==> src/rtl/de_scoreboard_pkg.sv <==
// Shared sizing constants and types for the decode-stage register-hazard scoreboard.
package de_scoreboard_pkg;

  localparam int REGWORDS  = 32;
  localparam int REGNOBITS = 5;
  localparam int MAX_INFL  = 3;
  localparam int CNT_BITS  = 2;
  localparam bit WB_BYPASS = 1'b1;

  typedef logic [REGNOBITS-1:0] reg_idx_t;
  typedef logic [CNT_BITS-1:0]  cnt_t;

  localparam cnt_t CNT_MAX = cnt_t'(MAX_INFL);

  // True when a qualified register access targets register idx.
  function automatic logic reg_hit(input logic valid, input reg_idx_t a, input reg_idx_t idx);
    return valid && (a == idx);
  endfunction

endpackage

==> src/rtl/de_scoreboard_if.sv <==
// Decode / squash / writeback inputs and hazard outputs of the scoreboard.
interface de_scoreboard_if;
  import de_scoreboard_pkg::*;

  logic                issue_valid_i;
  reg_idx_t            rs1_i;
  reg_idx_t            rs2_i;
  logic                rs1_rd_i;
  logic                rs2_rd_i;
  logic                wr_reg_i;
  reg_idx_t            rd_i;
  logic                squash_i;
  logic                wb_valid_i;
  reg_idx_t            wb_rd_i;
  logic                stall_o;
  logic                issue_fire_o;
  logic [REGWORDS-1:0] busy_bits_o;
  logic [31:0]         stall_cnt_o;
  logic                underflow_err_o;

  modport master (
    output issue_valid_i, rs1_i, rs2_i, rs1_rd_i, rs2_rd_i, wr_reg_i, rd_i,
           squash_i, wb_valid_i, wb_rd_i,
    input  stall_o, issue_fire_o, busy_bits_o, stall_cnt_o, underflow_err_o
  );

  modport slave (
    input  issue_valid_i, rs1_i, rs2_i, rs1_rd_i, rs2_rd_i, wr_reg_i, rd_i,
           squash_i, wb_valid_i, wb_rd_i,
    output stall_o, issue_fire_o, busy_bits_o, stall_cnt_o, underflow_err_o
  );

endinterface

==> src/rtl/sb_reg_counter.sv <==
// In-flight write counter for one architectural register.
module sb_reg_counter
  import de_scoreboard_pkg::*;
(
  input  logic clk,
  input  logic reset,
  input  logic inc,
  input  logic wb_hit,
  output cnt_t count,
  output logic busy,
  output logic underflow
);

  logic dec;

  assign dec       = wb_hit && (count != '0);
  assign underflow = wb_hit && (count == '0);
  assign busy      = (count != '0);

  // NOTE: state is updated with non-blocking assignments so every counter
  // samples the same pre-edge values regardless of evaluation order.
  always_ff @(posedge clk or posedge reset) begin
    if (reset) begin
      count <= '0;
    end else if (inc && !dec) begin
      count <= count + cnt_t'(1);
    end else if (dec && !inc) begin
      count <= count - cnt_t'(1);
    end
  end

endmodule

==> src/rtl/de_scoreboard.sv <==
// Register-hazard scheduler: per-register in-flight write counts decide DE issue vs stall.
module de_scoreboard
  import de_scoreboard_pkg::*;
(
  input  logic            clk,
  input  logic            reset,
  de_scoreboard_if.slave  sb
);

  cnt_t [REGWORDS-1:1] count;
  logic [REGWORDS-1:1] busy;
  logic [REGWORDS-1:1] underflow_hit;
  logic [REGWORDS-1:1] inc_vec;
  logic [REGWORDS-1:1] wb_hit_vec;
  logic [REGWORDS-1:0] ready_vec;
  logic [REGWORDS-1:0] full_vec;

  logic        stall;
  logic        fire;
  logic        waw_block;
  logic [31:0] stall_cnt;
  logic        underflow_err;

  // NOTE: every always_comb output gets a default before the loop, so no
  // path can leave a bit unassigned and infer a latch.
  always_comb begin
    wb_hit_vec   = '0;
    ready_vec    = '0;
    full_vec     = '0;
    ready_vec[0] = 1'b1;
    for (int r = 1; r < REGWORDS; r++) begin
      wb_hit_vec[r] = reg_hit(sb.wb_valid_i, sb.wb_rd_i, reg_idx_t'(r));
      ready_vec[r]  = (count[r] == '0) ||
                      (WB_BYPASS && (count[r] == cnt_t'(1)) && wb_hit_vec[r]);
      full_vec[r]   = (count[r] == CNT_MAX);
    end
  end

  // A full destination may still issue if one of its writes retires this cycle.
  assign waw_block = sb.wr_reg_i && full_vec[sb.rd_i] &&
                     !reg_hit(sb.wb_valid_i, sb.wb_rd_i, sb.rd_i);

  assign stall = sb.issue_valid_i && !sb.squash_i &&
                 ((sb.rs1_rd_i && !ready_vec[sb.rs1_i]) ||
                  (sb.rs2_rd_i && !ready_vec[sb.rs2_i]) ||
                  waw_block);

  assign fire = sb.issue_valid_i && !sb.squash_i && !stall;

  always_comb begin
    inc_vec = '0;
    for (int r = 1; r < REGWORDS; r++) begin
      inc_vec[r] = fire && reg_hit(sb.wr_reg_i, sb.rd_i, reg_idx_t'(r));
    end
  end

  for (genvar r = 1; r < REGWORDS; r++) begin : g_cnt
    sb_reg_counter u_cnt (
      .clk       (clk),
      .reset     (reset),
      .inc       (inc_vec[r]),
      .wb_hit    (wb_hit_vec[r]),
      .count     (count[r]),
      .busy      (busy[r]),
      .underflow (underflow_hit[r])
    );
  end

  always_ff @(posedge clk or posedge reset) begin
    if (reset) begin
      stall_cnt     <= '0;
      underflow_err <= 1'b0;
    end else begin
      if (stall && (stall_cnt != '1)) begin
        stall_cnt <= stall_cnt + 32'd1;
      end
      if (|underflow_hit) begin
        underflow_err <= 1'b1;
      end
    end
  end

  assign sb.stall_o         = stall;
  assign sb.issue_fire_o    = fire;
  assign sb.busy_bits_o     = {busy, 1'b0};
  assign sb.stall_cnt_o     = stall_cnt;
  assign sb.underflow_err_o = underflow_err;

endmodule

==> src/flat_wrapper.sv <==
// flat-port wrapper written by rule: the top's interface ports become plain ports
module de_scoreboard_flat import de_scoreboard_pkg::*;
  (clk, reset, sb_issue_valid_i, sb_rs1_i, sb_rs2_i, sb_rs1_rd_i, sb_rs2_rd_i, sb_wr_reg_i, sb_rd_i, sb_squash_i, sb_wb_valid_i, sb_wb_rd_i, sb_stall_o, sb_issue_fire_o, sb_busy_bits_o, sb_stall_cnt_o, sb_underflow_err_o);
  de_scoreboard_if sb_i ();
  input  logic clk;
  input  logic reset;
  input wire logic [$bits(sb_i.issue_valid_i)-1:0] sb_issue_valid_i;
  input wire logic [$bits(sb_i.rs1_i)-1:0] sb_rs1_i;
  input wire logic [$bits(sb_i.rs2_i)-1:0] sb_rs2_i;
  input wire logic [$bits(sb_i.rs1_rd_i)-1:0] sb_rs1_rd_i;
  input wire logic [$bits(sb_i.rs2_rd_i)-1:0] sb_rs2_rd_i;
  input wire logic [$bits(sb_i.wr_reg_i)-1:0] sb_wr_reg_i;
  input wire logic [$bits(sb_i.rd_i)-1:0] sb_rd_i;
  input wire logic [$bits(sb_i.squash_i)-1:0] sb_squash_i;
  input wire logic [$bits(sb_i.wb_valid_i)-1:0] sb_wb_valid_i;
  input wire logic [$bits(sb_i.wb_rd_i)-1:0] sb_wb_rd_i;
  output wire logic [$bits(sb_i.stall_o)-1:0] sb_stall_o;
  output wire logic [$bits(sb_i.issue_fire_o)-1:0] sb_issue_fire_o;
  output wire logic [$bits(sb_i.busy_bits_o)-1:0] sb_busy_bits_o;
  output wire logic [$bits(sb_i.stall_cnt_o)-1:0] sb_stall_cnt_o;
  output wire logic [$bits(sb_i.underflow_err_o)-1:0] sb_underflow_err_o;
  assign sb_i.issue_valid_i = sb_issue_valid_i;
  assign sb_i.rs1_i = sb_rs1_i;
  assign sb_i.rs2_i = sb_rs2_i;
  assign sb_i.rs1_rd_i = sb_rs1_rd_i;
  assign sb_i.rs2_rd_i = sb_rs2_rd_i;
  assign sb_i.wr_reg_i = sb_wr_reg_i;
  assign sb_i.rd_i = sb_rd_i;
  assign sb_i.squash_i = sb_squash_i;
  assign sb_i.wb_valid_i = sb_wb_valid_i;
  assign sb_i.wb_rd_i = sb_wb_rd_i;
  assign sb_stall_o = sb_i.stall_o;
  assign sb_issue_fire_o = sb_i.issue_fire_o;
  assign sb_busy_bits_o = sb_i.busy_bits_o;
  assign sb_stall_cnt_o = sb_i.stall_cnt_o;
  assign sb_underflow_err_o = sb_i.underflow_err_o;
  de_scoreboard u_core (.clk(clk), .reset(reset), .sb(sb_i));
endmodule
==> config.mk <==
export PLATFORM = sky130hd
export DESIGN_NAME = de_scoreboard_flat
export DESIGN_NICKNAME = d
export VERILOG_FILES = /design/src/rtl/de_scoreboard_pkg.sv /design/src/rtl/de_scoreboard_if.sv /design/src/rtl/sb_reg_counter.sv /design/src/rtl/de_scoreboard.sv /design/src/flat_wrapper.sv
export SDC_FILE = /design/constraint.sdc
export NUM_CORES = 1
export LEC_CHECK = 0
export ABC_AREA = 1
export CORE_ASPECT_RATIO = 0.9
export CORE_UTILIZATION = 63
export DETAILED_ROUTE_END_ITERATION = 16
export PLACE_DENSITY = 0.95
export SLEW_MARGIN = 15
export SYNTH_ARGS = -nofsm -noshare
export SYNTH_HDL_FRONTEND = slang
export SYNTH_SLANG_ARGS = --single-unit
==> constraint.sdc <==
create_clock -name clk -period 7.05 [get_ports clk]
set_input_delay 1.41 -clock clk [delete_from_list [all_inputs] [get_ports clk]]
set_output_delay 1.41 -clock clk [all_outputs]
set_load 0.1 [all_outputs]
# After elaboration in Yosys (flattened, before gate mapping)
# Index checks and enable logic that the tools add are counted.
# op_classes
reduce_logical	451
n_lt_le_gt_ge	3
n_mux	68
add_sub_neg	63
n_eq_ne	126
# ops
cell	n
logical AND 1 bit	257
== test 5 bit (second input constant)	32
two-way mux 2 bit	62
nonzero test 2 bit	62
== test 5 x 4 -> 1 bit (second input constant)	16
zero test 1 bit	67
adder 2 x 1 -> 2 bit (second input constant)	31
== test 2 x 1 -> 1 bit (second input constant)	31
== test 2 bit (second input constant)	31
zero test 2 bit	31
subtractor 2 x 1 -> 2 bit (second input constant)	31
== test 5 x 3 -> 1 bit (second input constant)	8
logical OR 1 bit	33
adder 32 x 1 -> 32 bit (second input constant)	1
inequality test 32 bit (second input constant)	1
OR reduction 31 bit	1
== test 5 x 2 -> 1 bit (second input constant)	4
< comparator 5 x 6 -> 1 bit (second input constant)	3
binary-select mux 1 bit (select 5 bit)	3
== test 5 x 1 -> 1 bit (second input constant)	2
== test 5 bit	1
two-way mux 1 bit	3
# totals
output_inout_bits	67
elab_cells	744
register_bits	95

# Logic depth before layout (Yosys ltp)
# Gate-level depths: netlist of run 1.
# logic_depth
depth_word	18
ltp_mapped	20
depth_no_buf	19

# By module
# Synthesis of run 1 repeated with hierarchy kept, for this count alone.
# hier_totals
hier_cells	1542
hier_area_um2	8963.6
# by_module_without_submodules
mod	cells_per_inst	seq_area_each_um2	area_per_inst_um2	n_inst
de_scoreboard	829	825.8	4541.9	1
sb_reg_counter	23	50.0	142.6	31

# Least setup slack after synthesis of run 1
# Ideal clock, no wire load.
# synth_path
path_type	input port to output port
start	input port sb_wb_rd_i[1]
end	output port sb_issue_fire_o
required_ps	5640
arrival_ps	4700
n_path_buf	1
stages	14
setup_slack_ps	940
cell_sequence	nor2_1 > nand2_1 > nor2_1 > nand2_1 > nand3_1 > nand3_1 > nand2_1 > nand2_1 > nand3_1 > nand3_1 > nand3_2 > nand3_4 > buf_2 > nor3_1
# synth_between
elab_chain_len	13
word_cells_on_any_way	141
# synth_rtl
element	line_no	source
start: declaration	flat_wrapper.sv:16	input wire logic [$bits(sb_i.wb_rd_i)-1:0] sb_wb_rd_i;
== test 5 x 1 -> 1 bit (tied with other cells)	de_scoreboard_pkg.sv:17	return valid && (a == idx);
logical AND 1 bit	de_scoreboard_pkg.sv:17	
logical AND 1 bit	de_scoreboard.sv:34	(WB_BYPASS && (count[r] == cnt_t'(1)) && wb_hit_vec[r]);
logical OR 1 bit	de_scoreboard.sv:33	ready_vec[r] = (count[r] == '0) ||
binary-select mux 1 bit (select 5 bit), on equally long branches	de_scoreboard.sv:44, de_scoreboard.sv:45	
two-way mux 1 bit, on equally long branches	de_scoreboard.sv:44, de_scoreboard.sv:45	
zero test 1 bit, on equally long branches	de_scoreboard.sv:44, de_scoreboard.sv:45	
logical AND 1 bit, on equally long branches	de_scoreboard.sv:44, de_scoreboard.sv:45	
logical OR 1 bit	de_scoreboard.sv:44	((sb.rs1_rd_i && !ready_vec[sb.rs1_i]) ||
logical OR 1 bit *	de_scoreboard.sv:45	(sb.rs2_rd_i && !ready_vec[sb.rs2_i]) ||
logical AND 1 bit *	de_scoreboard.sv:43	assign stall = sb.issue_valid_i && !sb.squash_i &&
zero test 1 bit *	de_scoreboard.sv:48	assign fire = sb.issue_valid_i && !sb.squash_i && !stall;
logical AND 1 bit *	de_scoreboard.sv:48	
end: declaration	flat_wrapper.sv:18	output wire logic [$bits(sb_i.issue_fire_o)-1:0] sb_issue_fire_o;
# Mark *: on every way between the ends. The rest lies on a longest branch, timed or not. The select of a mux whose other input is x is not followed.

# Final worst setup path of run 1
# layout_path
start	input port sb_rd_i[0]
end	output port sb_stall_o
# layout_between
elab_chain_len	6
word_cells_on_any_way	9
# layout_rtl
element	line_no	source
start: declaration	flat_wrapper.sv:13	input wire logic [$bits(sb_i.rd_i)-1:0] sb_rd_i;
binary-select mux 1 bit (select 5 bit) / == test 5 bit (equally long branches)	de_scoreboard.sv:40, de_scoreboard_pkg.sv:17	
two-way mux 1 bit (implied by the code) / logical AND 1 bit (equally long branches)	de_scoreboard.sv:40, de_scoreboard_pkg.sv:17	
logical AND 1 bit / zero test 1 bit (equally long branches)	de_scoreboard.sv:40, de_scoreboard.sv:41	
logical AND 1 bit *	de_scoreboard.sv:40	assign waw_block = sb.wr_reg_i && full_vec[sb.rd_i] &&
logical OR 1 bit *	de_scoreboard.sv:45	
logical AND 1 bit *	de_scoreboard.sv:43	
end: declaration	flat_wrapper.sv:17	output wire logic [$bits(sb_i.stall_o)-1:0] sb_stall_o;
# Marks and branches as above.

==> key figures, run 1 <==
Run status
  – Outcome: completed

Clock tree
  – # Post-CTS Setup Buffers: 0
  – Worst skew pair latency: 0.36 ns
  – H-tree depth: 3
  – Clk root buf: clkbuf_16
  – Max clock buf depth: 2
  – Clk slew on worst S/H paths: 0.07 ns
  – PostCTS Resize Cnt: 0
  – CTS tree: built
  – Sink Count: 95
  – Cts bufs inserted: 9
  – Hold_buf cts: 0

Synth
  – Yosys warning total: 0
  – Yosys reg bits: 95
  – Syn nets: 1341
  – Sequential cell area fraction in the yosys report: between 20% and 30%
  – Number of synthesized flops with an enable pin: 0
  – Mapped Avg Cell Area: 7.33 µm²
  – Post-synthesis cell count: 1188
  – Mapped Area: 8710 µm²
  – Post-synth ARST share: 100%
  – Main synth FF type: dfrtp_1
  – Cell variety after synth: 34

Floorplan
  – Rows: 40
  – Die W: 126 µm
  – Core area: roughly 13000 µm²
  – Die H: roughly 110 µm
  – DIE AREA: approximately 14000 µm²
  – Ports: between 90 and 100
  – Starting Density: 64.9%

Timing
  – Setup TNS: 0 ns
  – Crit share post-route: 84.9%
  – Worst slew pin tran: between 1 and 1.5 ns
  – Final setup fails: 0
  – Fin crit period: 5.99 ns
  – Fin. Hold Viols: 0
  – Final-report max-slew violation count: 0
  – Fmax: 167 MHz
  – Worst setup margin: 1.06 ns
  – Clock skew: roughly 0.009 ns
  – Rel. slew slack: 31.1%
  – RSZ-0062 raised after global routing: false

Critical path
  – WS Path Type: in -> out
  – R2R Setup Slk: 3.68 ns
  – Setup crit end kind: primary output
  – Critical Path Source Type: primary input
  – Crit path DAT: 4.58 ns
  – CP Max Fanout: 24
  – Worst Path Required: between 5 and 6 ns
  – R2R cell count: 10

Pwr
  – Int Power: 1.42 mW
  – Sequential share of power: 25.2%
  – VDD IR max: 0.352 mV
  – LEAKAGE: 4.82 nW
  – Switching share of power: 54.9%
  – Pwr dens: 320 nW/µm²
  – NetSw: 1.73 mW
  – Power consumption: 3.15 mW
  – Comb power frac: 58.7%
  – Part of the power in the clock network: 16.1%

Global route
  – GRT Total Usage: 39.1%
  – Initial antenna violation count: 0
  – Total gr overflow: 0
  – Largest net degree at the start of global routing: 51
  – Vias in the first global route: 8068
  – First-pass GRT wire length: ~43000 µm

Hold path
  – Tightest Hold Check Type: reg -> reg
  – WHS Path Cells: 2

Drt
  – Vias: 8632
  – Via density: 6.10
  – Avg WL per Cell: roughly 19 µm
  – WL final: 27300 µm
  – Initial drt markers: about 1300
  – Post-DRT Antenna Nets: 0
  – # DRC: 0
  – Router iterations before antenna repair: 8

Place
  – # port buffers: 93
  – DP Area: about 9600 µm²
  – Detail Placement HPWL: 21200 µm
  – Gpl congestion: 0.990
  – Pre-CTS setup slack: 1.24 ns

Layout
  – Most frequent cells in the layout: nand2_1 (249), nand3_1 (156), inv_1 (153), ha_1 (125), nor2_1 (99)
  – Post-route cell area: 9850 µm²
  – Final #Nets: 1395
  – Most common cell after layout, fill and taps aside: nand2_1
  – Area Overhead vs Synth: 13.2%
  – Layout cells sized above 1: 3.69%

Job
  – Max cap viols: 0
## cell usage after synthesis (3+ instances only)
cell	number	share of area, %
a21oi_1	4	0.23
buf_1	6	0.26
buf_2	10	0.57
buf_4	32	2.8
clkbuf_1	10	0.43
dfrtp_1	95	27
ha_1	125	18
inv_1	154	6.6
nand2_1	249	11
nand3_1	156	9.0
nand3_2	3	0.34
nand3_4	3	0.60
nand4_1	46	3.3
nor2_1	100	4.3
nor2_2	6	0.43
nor3_1	36	2.1
nor4_1	6	0.43
o21ai_0	33	1.9
o22ai_1	10	0.72
o31ai_1	5	0.43
xnor2_1	36	3.6
xor2_1	48	4.8
## power by group through the flow
stage	Combinational, mW	Sequential [mW]	Clock (mW)
2_1_floorplan	1.43	0.837	0
3_3_place_gp	1.78	0.787	0
3_5_place_dp	1.82	0.800	0
4_1_cts	1.83	0.791	0.508
5_1_grt	1.94	0.810	0.530
6_report	1.85	0.794	0.507
## per-layer routing
layer  wire (µm)  track usage [%]
met1       11300             52.6
met2       11900             59.3
met4        1230             18.0
met5           0                0
met3        2960             9.99
## flip-flops by register name, summed over array words and instances (netlist names)
register and flops:
u_core.sb.underflow_err_o 1, u_core.sb.stall_cnt_o 32, u_core.g_cnt.u_cnt.count 62
## kinds of logic after synthesis
| family | share of synthesized area, % |
|---|---|
| buffers and inverters | 11.0 |
| adders and majority gates | 18.0 |
| xor gates and xnor gates | 8.45 |
| and+or+nand+nor | 31.7 |
| other | 0.0431 |
| AOI/OAI and AO/OA | 3.48 |
| DFF | 27.3 |
## cell type report
class	instances	area, µm²
multi-input cells	875	5380
flip-flops and latches	95	2380
clock buffers	9	225
well taps	168	210
diodes	1	2.50
fillers	1030	3560
inverters	159	601
repair buffers	102	993
clock inverters	6	67.6
## stage by stage
stage | hold slack [ns] | instances | util, %
2_1_floorplan | 0.474 | 1188 | -
3_3_place_gp | 0.491 | 1399 | 71.3
6_report | 0.512 | 1415 | 73.5
5_1_grt | 0.543 | 1414 | 73.5
3_5_place_dp | 0.502 | 1399 | 71.3
4_1_cts | 0.517 | 1414 | 73.5
## critical path, cell delays in order
cell and delay [ns]:
clkdlybuf4s50_1 0.71, clkinv_1 0.36, nand2_1 0.46, o22ai_1 0.17, nor3_1 0.27, nor3_1 0.08
nor2_1 0.12, nand4_1 0.09, nand2_1 0.08, nand2_1 0.08, nand3_4 0.28, nand2_1 0.09
inv_1 0.07, buf_4 0.28
## path summary, 6_finish.rpt
path,end,startpoint
hold reg to reg,u_core.g_cnt[14].u_cnt.count[1],u_core.g_cnt[14].u_cnt.count[1]
setup reg to reg,u_core.sb.stall_cnt_o[13],u_core.sb.stall_cnt_o[0]
min in group asynchronous,u_core.sb.stall_cnt_o[31],reset
setup / recovery,sb_stall_o,sb_rd_i[0]
max in group asynchronous,u_core.g_cnt[17].u_cnt.count[0],reset
hold / removal,u_core.g_cnt[14].u_cnt.count[1],u_core.g_cnt[14].u_cnt.count[1]
(Power assumes the default switching activity.)
==> inputs of run 2 (changes only) <==
Settings changed: CORE_UTILIZATION 63 to 53, PLACE_DENSITY 0.95 to 0.88.
Clock period 7.05 ns to 5.1 ns, I/O delays scaled along.
==> key figures, run 2 (synthesized netlist as in run 1, its figures left out) <==
Drt
  – # DRC: 0
  – Avg WL per Cell: 19.1 µm
  – Initial drt markers: 913
  – Vias: 8483
  – Post-DRT Antenna Nets: 0
  – WL final: around 28000 µm
  – Router iterations before antenna repair: 6
  – Via density: 5.79

Critical path
  – Setup crit end: sb_issue_fire_o
  – CP max-delay cell: clkdlybuf4s50_1
  – RR Startpoint: u_core.sb.stall_cnt_o[1]
  – Crit path DAT: 3.75 ns
  – CP Max Fanout: 7
  – CP top delay family: simple AND/OR/NAND/NOR gates
  – Delay of the slowest critical-path stage: 0.57 ns
  – WS Path Type: in -> out
  – Critical path buffers and inverters: 2
  – R2R Setup Slk: 2.01 ns
  – Start point of the critical path: sb_wb_rd_i[2]
  – R2R cell count: 11
  – Cell chain of the critical path: clkdlybuf4s50_1 -> nor2_1 -> nand2_1 -> nor2_1 -> nand2_1 -> nand3_1 -> nand3_1 -> nand3_1 -> nand3_1 -> nand2_1 -> nand2_1 -> nand3_2 -> nand3_4 -> nor3_2 -> buf_12
  – Worst Path Required: 4.08 ns
  – Critical register-to-register path endpoint: u_core.sb.stall_cnt_o[29]
  – Number of gates on the worst path with buffers counted: 15
  – Critical Path Source Type: primary input
  – Setup crit end kind: primary output

Floorplan
  – Die W: roughly 140 µm
  – DIE AREA: 16900 µm²
  – Core area: 16100 µm²
  – Starting Density: about 54%
  – Rows: 44
  – Ports: 95
  – Die H: between 100 and 150 µm

Global route
  – Total gr overflow: 0
  – GRT Total Usage: 33.8%
  – Initial antenna violation count: 0
  – Largest net degree at the start of global routing: just under 60
  – First-pass GRT wire length: 42700 µm
  – Vias in the first global route: between 7000 and 8000

Clock tree
  – Max clock buf depth: 2
  – Clk root buf: clkbuf_16
  – Sink Count: 95
  – Hold_buf cts: 0
  – Cts bufs inserted: 9
  – PostCTS Resize Cnt: 0
  – H-tree depth: 3
  – Worst skew pair latency: 0.36 ns
  – CTS tree: built
  – # Post-CTS Setup Buffers: 0
  – Clk slew on worst S/H paths: 0.06 ns

Layout
  – Layout cells sized above 1: 4.38%
  – Cell Count, Final, Fillers Out: 1464
  – Largest reg by FF count: u_core.g_cnt.u_cnt.count
  – Final #Nets: 1405
  – Largest register FFs: slightly above 60
  – Most common cell after layout, fill and taps aside: nand2_1
  – Area Overhead vs Synth: 14.9%
  – Most frequent cells in the layout: nand2_1 (249), nand3_1 (156), inv_1 (153), ha_1 (125), nor2_1 (99)
  – Antenna fix cells: 0

Timing
  – Rel. slew slack: 32.6%
  – Fin crit period: 4.77 ns
  – Crit share post-route: just over 90%
  – Worst slew pin tran: roughly 1.0 ns
  – Final setup fails: 0
  – Clock skew: 0.0110 ns
  – RSZ-0062 raised after global routing: false
  – Fin. Hold Viols: 0
  – Final-report max-slew violation count: 0
  – Fmax: ~210 MHz
  – Setup TNS: 0 ns

Pwr
  – Pwr dens: 433 nW/µm²
  – LEAKAGE: 4.87 nW
  – VDD IR max: 0.483 mV

Place
  – Detail Placement HPWL: 21800 µm
  – Gpl congestion: 1.06
  – Dpl cells: 1448
  – # port buffers: 93

Hold path
  – Tightest Hold Check Type: reg -> reg

Run status
  – Outcome: completed

Job
  – Max cap viols: 0
## run 2: cell count changes in the layout (fill, tap and decap cells not counted), sizes merged
cell and change:
inv -2, buf +10, diode -1, clkinvlp -1
clkbuf +4
## run 2: worst min path at each step
stage	start	end	slack, ns	cells past startpoint
5_1_grt	u_core.g_cnt[4].u_cnt.count[1]	u_core.g_cnt[4].u_cnt.count[1]	0.53	2
3_5_place_dp	u_core.sb.stall_cnt_o[28]	u_core.sb.stall_cnt_o[28]	0.50	2
6_report	u_core.g_cnt[4].u_cnt.count[1]	u_core.g_cnt[4].u_cnt.count[1]	0.51	2
2_1_floorplan	u_core.g_cnt[10].u_cnt.count[1]	u_core.g_cnt[10].u_cnt.count[1]	0.47	2
3_3_place_gp	u_core.g_cnt[19].u_cnt.count[1]	u_core.g_cnt[19].u_cnt.count[1]	0.49	2
4_1_cts	u_core.g_cnt[4].u_cnt.count[1]	u_core.g_cnt[4].u_cnt.count[1]	0.51	2
## run 2: layer usage
layer	up-vias	track usage, %	share of wire [%]
met5	-	0	0
met4	0	15.7	4.5
met3	99	7.12	11
met2	490	50.1	42
met1	3941	47.1	42
li1	3953	-	-
## run 2: cell type report
class / instances / area, µm²
multi-input cells: 875 / 5380
inverters: 159 / 601
flip-flops and latches: 95 / 2380
clock inverters: 3 / 42.5
fillers: 1432 / 6070
clock buffers: 13 / 250
repair buffers: 112 / 1090
well taps: 207 / 259
## run 2: metrics by stage
step | utilization (%) | power (mW) | hold WS (ns) | setup slack [ns] | instance area (µm²)
floorplan | - | 3.13 | 0.474 | 0.637 | 8710
global placement | 60.4 | 3.54 | 0.492 | 0.355 | 9710
detailed placement | 60.4 | 3.61 | 0.496 | 0.426 | 9710
CTS | 62.2 | 4.32 | 0.513 | 0.410 | 10000
global route | 62.2 | 4.55 | 0.533 | 0.119 | 10000
finish | 62.2 | 4.33 | 0.506 | 0.334 | 10000
## run 2: worst register-to-register path, cell delays in order, from the launching register on
cell     delay, ns
dfrtp_1       0.41
ha_1          0.21
nand2_1       0.10
nor2_1        0.16
nand4_1       0.19
or2_2         0.37
nor2_1        0.27
nand4_2       0.65
nand3_2       0.29
buf_4         0.23
nand2_1       0.08
nand2_1       0.06
## run 2: report_power, final
part,switching [mW],internal [mW],leakage [nW]
clock network,0.302,0.394,0.140
logic,1.86,0.678,3.45
registers,0.183,0.910,1.28
total,2.35,1.98,4.87
